<file path="src/rtl/mpu_pkg.sv">
// Shared types and helpers for the MPU multiply-accumulate datapath.
// Holds default widths, the stage token payload and the accumulator clamp.
package mpu_pkg;

    localparam int unsigned VAR_SIZE_D = 8;
    localparam int unsigned ACC_SIZE_D = 32;
    localparam int unsigned LANES_D    = 4;

    // Widest accumulator the shared helpers can serve; CLAMP_W holds one guard bit.
    localparam int unsigned ACC_MAX_W = 64;
    localparam int unsigned CLAMP_W   = ACC_MAX_W + 1;

    // Per-stage tag travelling with each beat; bias is kept sign-extended.
    typedef struct packed {
        logic                 valid;
        logic                 clear;
        logic [ACC_MAX_W-1:0] bias;
    } tok_t;

    typedef struct packed {
        logic                 ovf;
        logic [ACC_MAX_W-1:0] value;
    } sat_res_t;

    // nxt is an acc_w+1 bit signed sum, sign-extended to CLAMP_W.
    // Returns the wrapped or saturated result (sign-extended) and the overflow bit.
    function automatic sat_res_t sat_clamp(input logic [CLAMP_W-1:0] nxt,
                                           input int unsigned        acc_w,
                                           input logic               sat_en);
        sat_res_t             r;
        logic                 top;
        logic                 sec;
        logic [ACC_MAX_W-1:0] lo_mask;
        top     = 1'(nxt >> acc_w);
        sec     = 1'(nxt >> (acc_w - 1));
        lo_mask = {ACC_MAX_W{1'b1}} >> (ACC_MAX_W - acc_w + 1);
        r.ovf   = top ^ sec;
        r.value = (r.ovf && sat_en) ? (top ? ~lo_mask : lo_mask) : nxt[ACC_MAX_W-1:0];
        return r;
    endfunction

endpackage

</file>
<file path="src/rtl/add_tree.sv">
// Combinational signed reduction of LANES packed operands as a balanced binary tree.
// Output carries $clog2(LANES) growth bits so no input combination can overflow.
module add_tree #(
    parameter int unsigned LANES = 4,
    parameter int unsigned IW    = 16
) (
    input  logic [LANES*IW-1:0]             din,
    output logic [IW+$clog2(LANES)-1:0]     sum
);

    localparam int unsigned OW = IW + $clog2(LANES);

    // Heap-ordered nodes: leaves at LANES-1 .. 2*LANES-2, root at 0.
    for (genvar j = 0; j < 2*LANES-1; j++) begin : g_node
        logic signed [OW-1:0] v;
        if (j >= LANES-1) begin : g_leaf
            assign v = OW'(signed'(din[(j-LANES+1)*IW +: IW]));
        end else begin : g_sum
            assign v = g_node[2*j+1].v + g_node[2*j+2].v;
        end
    end

    assign sum = g_node[0].v;

endmodule

</file>
<file path="src/rtl/mac_vec_pipe.sv">
// Three-stage multi-lane signed multiply-accumulate: products, adder tree, accumulate.
// Accumulator supports bias preload, optional saturation and a sticky overflow flag.
module mac_vec_pipe
    import mpu_pkg::*;
#(
    parameter int unsigned VAR_SIZE = VAR_SIZE_D,
    parameter int unsigned ACC_SIZE = ACC_SIZE_D,
    parameter int unsigned LANES    = LANES_D
) (
    input  logic                      clk,
    input  logic                      rst_n,
    input  logic                      in_valid,
    input  logic                      clear,
    input  logic [LANES*VAR_SIZE-1:0] a,
    input  logic [LANES*VAR_SIZE-1:0] b,
    input  logic [ACC_SIZE-1:0]       bias,
    input  logic                      sat_en,
    output logic [ACC_SIZE-1:0]       acc,
    output logic                      acc_valid,
    output logic                      overflow,
    output logic                      busy
);

    localparam int unsigned PW = 2 * VAR_SIZE;
    localparam int unsigned TW = PW + $clog2(LANES);

    if (ACC_SIZE < TW) begin : g_acc_too_narrow
        $error("mac_vec_pipe: ACC_SIZE must be >= 2*VAR_SIZE + clog2(LANES)");
    end
    if (ACC_SIZE >= ACC_MAX_W + 1) begin : g_acc_too_wide
        $error("mac_vec_pipe: ACC_SIZE exceeds mpu_pkg::ACC_MAX_W");
    end
    if ((LANES == 0) || ((LANES & (LANES - 1)) != 0)) begin : g_lanes_not_pow2
        $error("mac_vec_pipe: LANES must be a power of two");
    end

    logic [LANES*PW-1:0]  prod_c;
    logic [LANES*PW-1:0]  prod_q;
    logic [LANES*PW-1:0]  tree_in;
    logic [TW-1:0]        tree_sum;
    logic [ACC_SIZE-1:0]  sum2_q;
    tok_t                 tok1_q;
    tok_t                 tok2_q;
    logic                 t1;
    logic                 t2;
    logic [CLAMP_W-1:0]   base_w;
    logic [CLAMP_W-1:0]   next_w;
    sat_res_t             clamp_c;

    assign t1 = tok1_q.valid | tok1_q.clear;
    assign t2 = tok2_q.valid | tok2_q.clear;

    // Stage 1 operands: full-width signed products, exact even for (-2^(V-1))^2.
    for (genvar i = 0; i < LANES; i++) begin : g_mul
        assign prod_c[i*PW +: PW] = PW'(signed'(a[i*VAR_SIZE +: VAR_SIZE]))
                                  * PW'(signed'(b[i*VAR_SIZE +: VAR_SIZE]));
    end

    always_ff @(posedge clk or negedge rst_n) begin
        if (!rst_n) begin
            prod_q       <= '0;
            tok1_q       <= '0;
        end else begin
            tok1_q.valid <= in_valid;
            tok1_q.clear <= clear;
            if (clear) begin
                tok1_q.bias <= ACC_MAX_W'(signed'(bias));
            end
            if (in_valid) begin
                prod_q <= prod_c;
            end
        end
    end

    // Clear-only tokens reduce to zero so the accumulator lands exactly on bias.
    assign tree_in = tok1_q.valid ? prod_q : '0;

    add_tree #(
        .LANES (LANES),
        .IW    (PW)
    ) u_add_tree (
        .din   (tree_in),
        .sum   (tree_sum)
    );

    always_ff @(posedge clk or negedge rst_n) begin
        if (!rst_n) begin
            sum2_q <= '0;
            tok2_q <= '0;
        end else begin
            tok2_q <= tok1_q;
            if (t1) begin
                sum2_q <= ACC_SIZE'(signed'(tree_sum));
            end
        end
    end

    // Stage 3 arithmetic is done sign-extended; overflow is judged at ACC_SIZE+1 bits.
    always_comb begin
        base_w  = tok2_q.clear ? CLAMP_W'(signed'(tok2_q.bias)) : CLAMP_W'(signed'(acc));
        next_w  = base_w + CLAMP_W'(signed'(sum2_q));
        clamp_c = sat_clamp(next_w, ACC_SIZE, sat_en);
    end

    if (ACC_SIZE < ACC_MAX_W) begin : g_clamp_hi
        logic unused_clamp_hi;
        assign unused_clamp_hi = ^clamp_c.value[ACC_MAX_W-1:ACC_SIZE];
    end

    always_ff @(posedge clk or negedge rst_n) begin
        if (!rst_n) begin
            acc       <= '0;
            acc_valid <= 1'b0;
            overflow  <= 1'b0;
            busy      <= 1'b0;
        end else begin
            acc_valid <= t2;
            busy      <= in_valid | clear | t1;
            if (t2) begin
                acc      <= clamp_c.value[ACC_SIZE-1:0];
                overflow <= (tok2_q.clear ? 1'b0 : overflow) | clamp_c.ovf;
            end
        end
    end

endmodule

</file>
<file path="config.mk">
export PLATFORM = sky130hd
export DESIGN_NAME = mac_vec_pipe
export DESIGN_NICKNAME = d
export VERILOG_FILES = /design/src/rtl/mpu_pkg.sv /design/src/rtl/add_tree.sv /design/src/rtl/mac_vec_pipe.sv
export SDC_FILE = /design/constraint.sdc
export NUM_CORES = 1
export LEC_CHECK = 0
export ABC_CLOCK_PERIOD_IN_PS = 11900
export CAP_MARGIN = 20
export CORE_MARGIN = 2
export CORE_UTILIZATION = 30
export DETAILED_ROUTE_END_ITERATION = 8
export DONT_BUFFER_PORTS = 1
export SYNTH_ARGS = -nofsm -noshare
export SYNTH_HDL_FRONTEND = slang
export SYNTH_HIERARCHICAL = 1
export SYNTH_SLANG_ARGS = --single-unit
</file>
<file path="constraint.sdc">
create_clock -name clk -period 11.9 [get_ports clk]
set_clock_uncertainty 0.05 [all_clocks]
set_input_delay 2.38 -clock clk [delete_from_list [all_inputs] [get_ports clk]]
set_output_delay 2.38 -clock clk [all_outputs]
set_load 0.03 [all_outputs]
</file>
==> flow_summary_export.csv <==
group,metric,value,unit
route,num_vias,14290,
logic_synthesis,yosys.cell_types.count,80,
logic_synthesis,syn_area,21400,um^2
setup_path,critPathKind,"in2reg",
route,drt-vias-per-instance,4.559,
power_and_ir_drop,pwr_density_cell,257.4,nW/um^2
logic_synthesis,yosys.area_share.simple,0.1475,
logic_synthesis,synth-compound-area-share,0.1104,
floorplanning,start_util,0.3041,
grt,grt_pass1_wl,77.16,mm
clock_network,clock_sinks,185,
sta,timing.final.hold_violations,0,
finish,fin_cells,3135,
run_status,status,"complete, no violations",
floorplanning,dieWidth,271.1,um
finish,layout_commonest_cell,"inv_1",
logic_synthesis,synth_edf_count,0,
power_and_ir_drop,ir_drop,0.0001327,V
route,wl_per_cell,14.50,um
logic_synthesis,ys_seq_area_frac,0.2163,
sta,rsz0062_at_grt,"no",
logic_synthesis,synthFlopType,"dfrtp_1",
route,drtIter0Drc,571,
logic_synthesis,async_flop_share,1.000,
clock_network,cts-htree-levels,4,
finish,syn2layout_area_growth,7.027,%
sta,layout_setup_ws,5.793,ns
job,maxCapViolCount,0,
setup_path,reg2reg_to,"sum2_q[16]",
logic_synthesis,synth_top_family_by_area,"adder cells",
clock_network,cts-root-buf,"clkbuf_16",
setup_path,crit_arrival,6.46,ns
setup_path,rrSetupSlack,7.09,ns
finish,num_antenna_cells,0,
finish,nets,2704,
floorplanning,dieArea,73500,um^2
sta,fmaxAchievable,163.8,MHz
setup_path,r2r-start,"tok1_q[65]",
logic_synthesis,yosys_warnings,6,
floorplanning,rows,97,
logic_synthesis,synth_adder_area_share,0.3247,
place,place_inst,3103,
floorplanning,io_pins,136,
worst_hold_path,hold_path.class,"reg2reg",
logic_synthesis,post_synth.cell_area_avg,9.689,um^2
logic_synthesis,synthTopCellsByArea,"dfrtp_1 (22%), fa_1 (21%), ha_1 (12%)",
grt,antenna_found_initial,6,
setup_path,cp_max_fo,8,
clock_network,numCtsBuffers,17,
finish,finalCoreUtilization,0.3254,
grt,grt_max_degree,186,
logic_synthesis,muxShareOfSynthArea,0.07190,
logic_synthesis,synth_largest_area_cell,"dfrtp_1",
sta,slew_violations,0,
route,dr.pass1.iters,4,
sta,finalCriticalPeriod,6.107,ns
setup_path,endpoint,"prod_q[46]",
clock_network,clkTransAtPathRegs,0.08,ns
clock_network,hold_buffers,0,
logic_synthesis,synth_seq_cells,185,
power_and_ir_drop,leakage,0.01079,uW
sta,period_share,0.5132,
logic_synthesis,syn_nets,2731,
clock_network,cts_tree,"yes",
logic_synthesis,syn-instance-count,2209,
clock_network,clock_latency,0.46,ns
clock_network,cts_buffer_depth,2,
place,portBuffers,0,
grt,grt_pass1_vias,14850,
route,drt-total-wl,45.45,mm
place,dp_hpwl,37.02,mm
place,preCtsSetupSlack,5.315,ns
place,gp_congestion,0.8362,
sta,finalSetupViolCount,0,
route,drc,0,
setup_path,crit_start,"a[21]",
setup_path,ff2ff_path_depth,17,
floorplanning,die_y,271.1,um
grt,grt.total_usage,0.1280,
clock_network,postCtsResizedCells,0,
sta,slew_headroom,0.3780,
logic_synthesis,synthXorXnorAreaFrac,0.05320,
setup_path,endpoint_kind,"register",
grt,overflow,0,
logic_synthesis,netlist.area_leader.share,0.2163,
finish,fillers,7378,
sta,tns,0,ns
setup_path,start_kind,"input port",
finish,drive_gt1_frac,0.1121,
setup_path,worstPathRequired,12.25,ns
floorplanning,core,70390,um^2
finish,final_cell_mix,"inv_1 (358), and2_1 (229), fa_1 (224)",
clock_network,cts_setup_buffers,0,
sta,tightest_slew,0.9275,ns
route,ant_nets,0,
## registers in the layout, indices dropped and copies added, names as in the netlist
name,flops
acc,32
tok1_q,34
tok2_q,34
overflow,1
sum2_q,18
prod_q,64
busy,1
acc_valid,1
## worst max-delay path: stages
cell and delay, ns:
and2_1 0.15, fa_1 0.56, inv_1 0.06, fa_1 0.53, inv_1 0.05, fa_1 0.47, inv_1 0.05, fa_1 0.47
inv_1 0.04, ha_1 0.31, o21ai_0 0.09, nand2b_1 0.11, a21o_1 0.18, a21o_1 0.19, a21o_1 0.19, a31o_2 0.24
mux2_1 0.31, nand3_1 0.08
## kinds of logic (layout without fill, tap and decap cells)
kind of cell    Yosys count  count (layout)
simple gates            591             591
fa+ha+maj               421             421
compound gates          337             337
xor+xnor                130             130
buf+inv                 408             394
flops                   185             185
mux                     137             137
## layer usage
| layer | routed length [um] | vias to the layer above | track usage |
|---|---|---|---|
| met3 | 1285 | 39 | 0.01917 |
| met5 | 0 | - | 0 |
| met1 | 21990 | 6961 | 0.1748 |
| met2 | 21620 | 163 | 0.2156 |
| li1 | - | 7128 | - |
| met4 | 560 | 0 | 0.02458 |
## Yosys cell counts, types with 15 or more instances
library cell,instances
a21oi_2,30
mux2_2,133
and2_1,229
a21o_1,49
nor2b_1,33
inv_1,358
o21ai_0,47
ha_1,197
a21oi_1,93
xnor2_1,96
xor2_1,34
clkbuf_1,26
dfrtp_1,185
nand2b_1,21
nor2_1,79
a31oi_1,15
fa_1,224
nand3_1,27
nand2_1,132
## layout make-up
type,count,area (um^2),area share
Clock buffer,18,429.2,0.01873
Multi-Input combinational cell,1616,15150,0.6612
Clock inverter,14,152.6,0.006664
Tap cell,940,1176,0.05134
Inverter,358,1344,0.05866
Timing Repair Buffer,4,30.03,0.001311
Sequential cell,185,4629,0.2021
## worst min-delay path by stage
| stage | start | to | slack [ns] | cells after the start |
|---|---|---|---|---|
| 2_1_floorplan | tok1_q[0] | tok2_q[0] | 0.30 | 0 |
| 3_3_place_gp | tok1_q[27] | tok2_q[27] | 0.30 | 0 |
| 3_5_place_dp | tok1_q[10] | tok2_q[10] | 0.31 | 0 |
| 4_1_cts | tok1_q[10] | tok2_q[10] | 0.32 | 0 |
| 5_1_grt | tok1_q[10] | tok2_q[10] | 0.33 | 0 |
| 6_report | tok1_q[10] | tok2_q[10] | 0.32 | 0 |
## per-stage QoR
step / total power [uW] / hold WS, ns / cell area [um^2]
2_1_floorplan: 4613 / 0.3001 / 21400
3_3_place_gp: 5335 / 0.3021 / 22330
3_5_place_dp: 5372 / 0.3073 / 22330
4_1_cts: 5972 / 0.3222 / 22910
5_1_grt: 6559 / 0.3308 / 22910
6_report: 5897 / 0.3172 / 22910
## report_power, final
group          switching (uW)  internal, uW
Combinational            2230          1950
Clock                     284           279
Sequential                290           869
(Power assumes the default switching activity.)
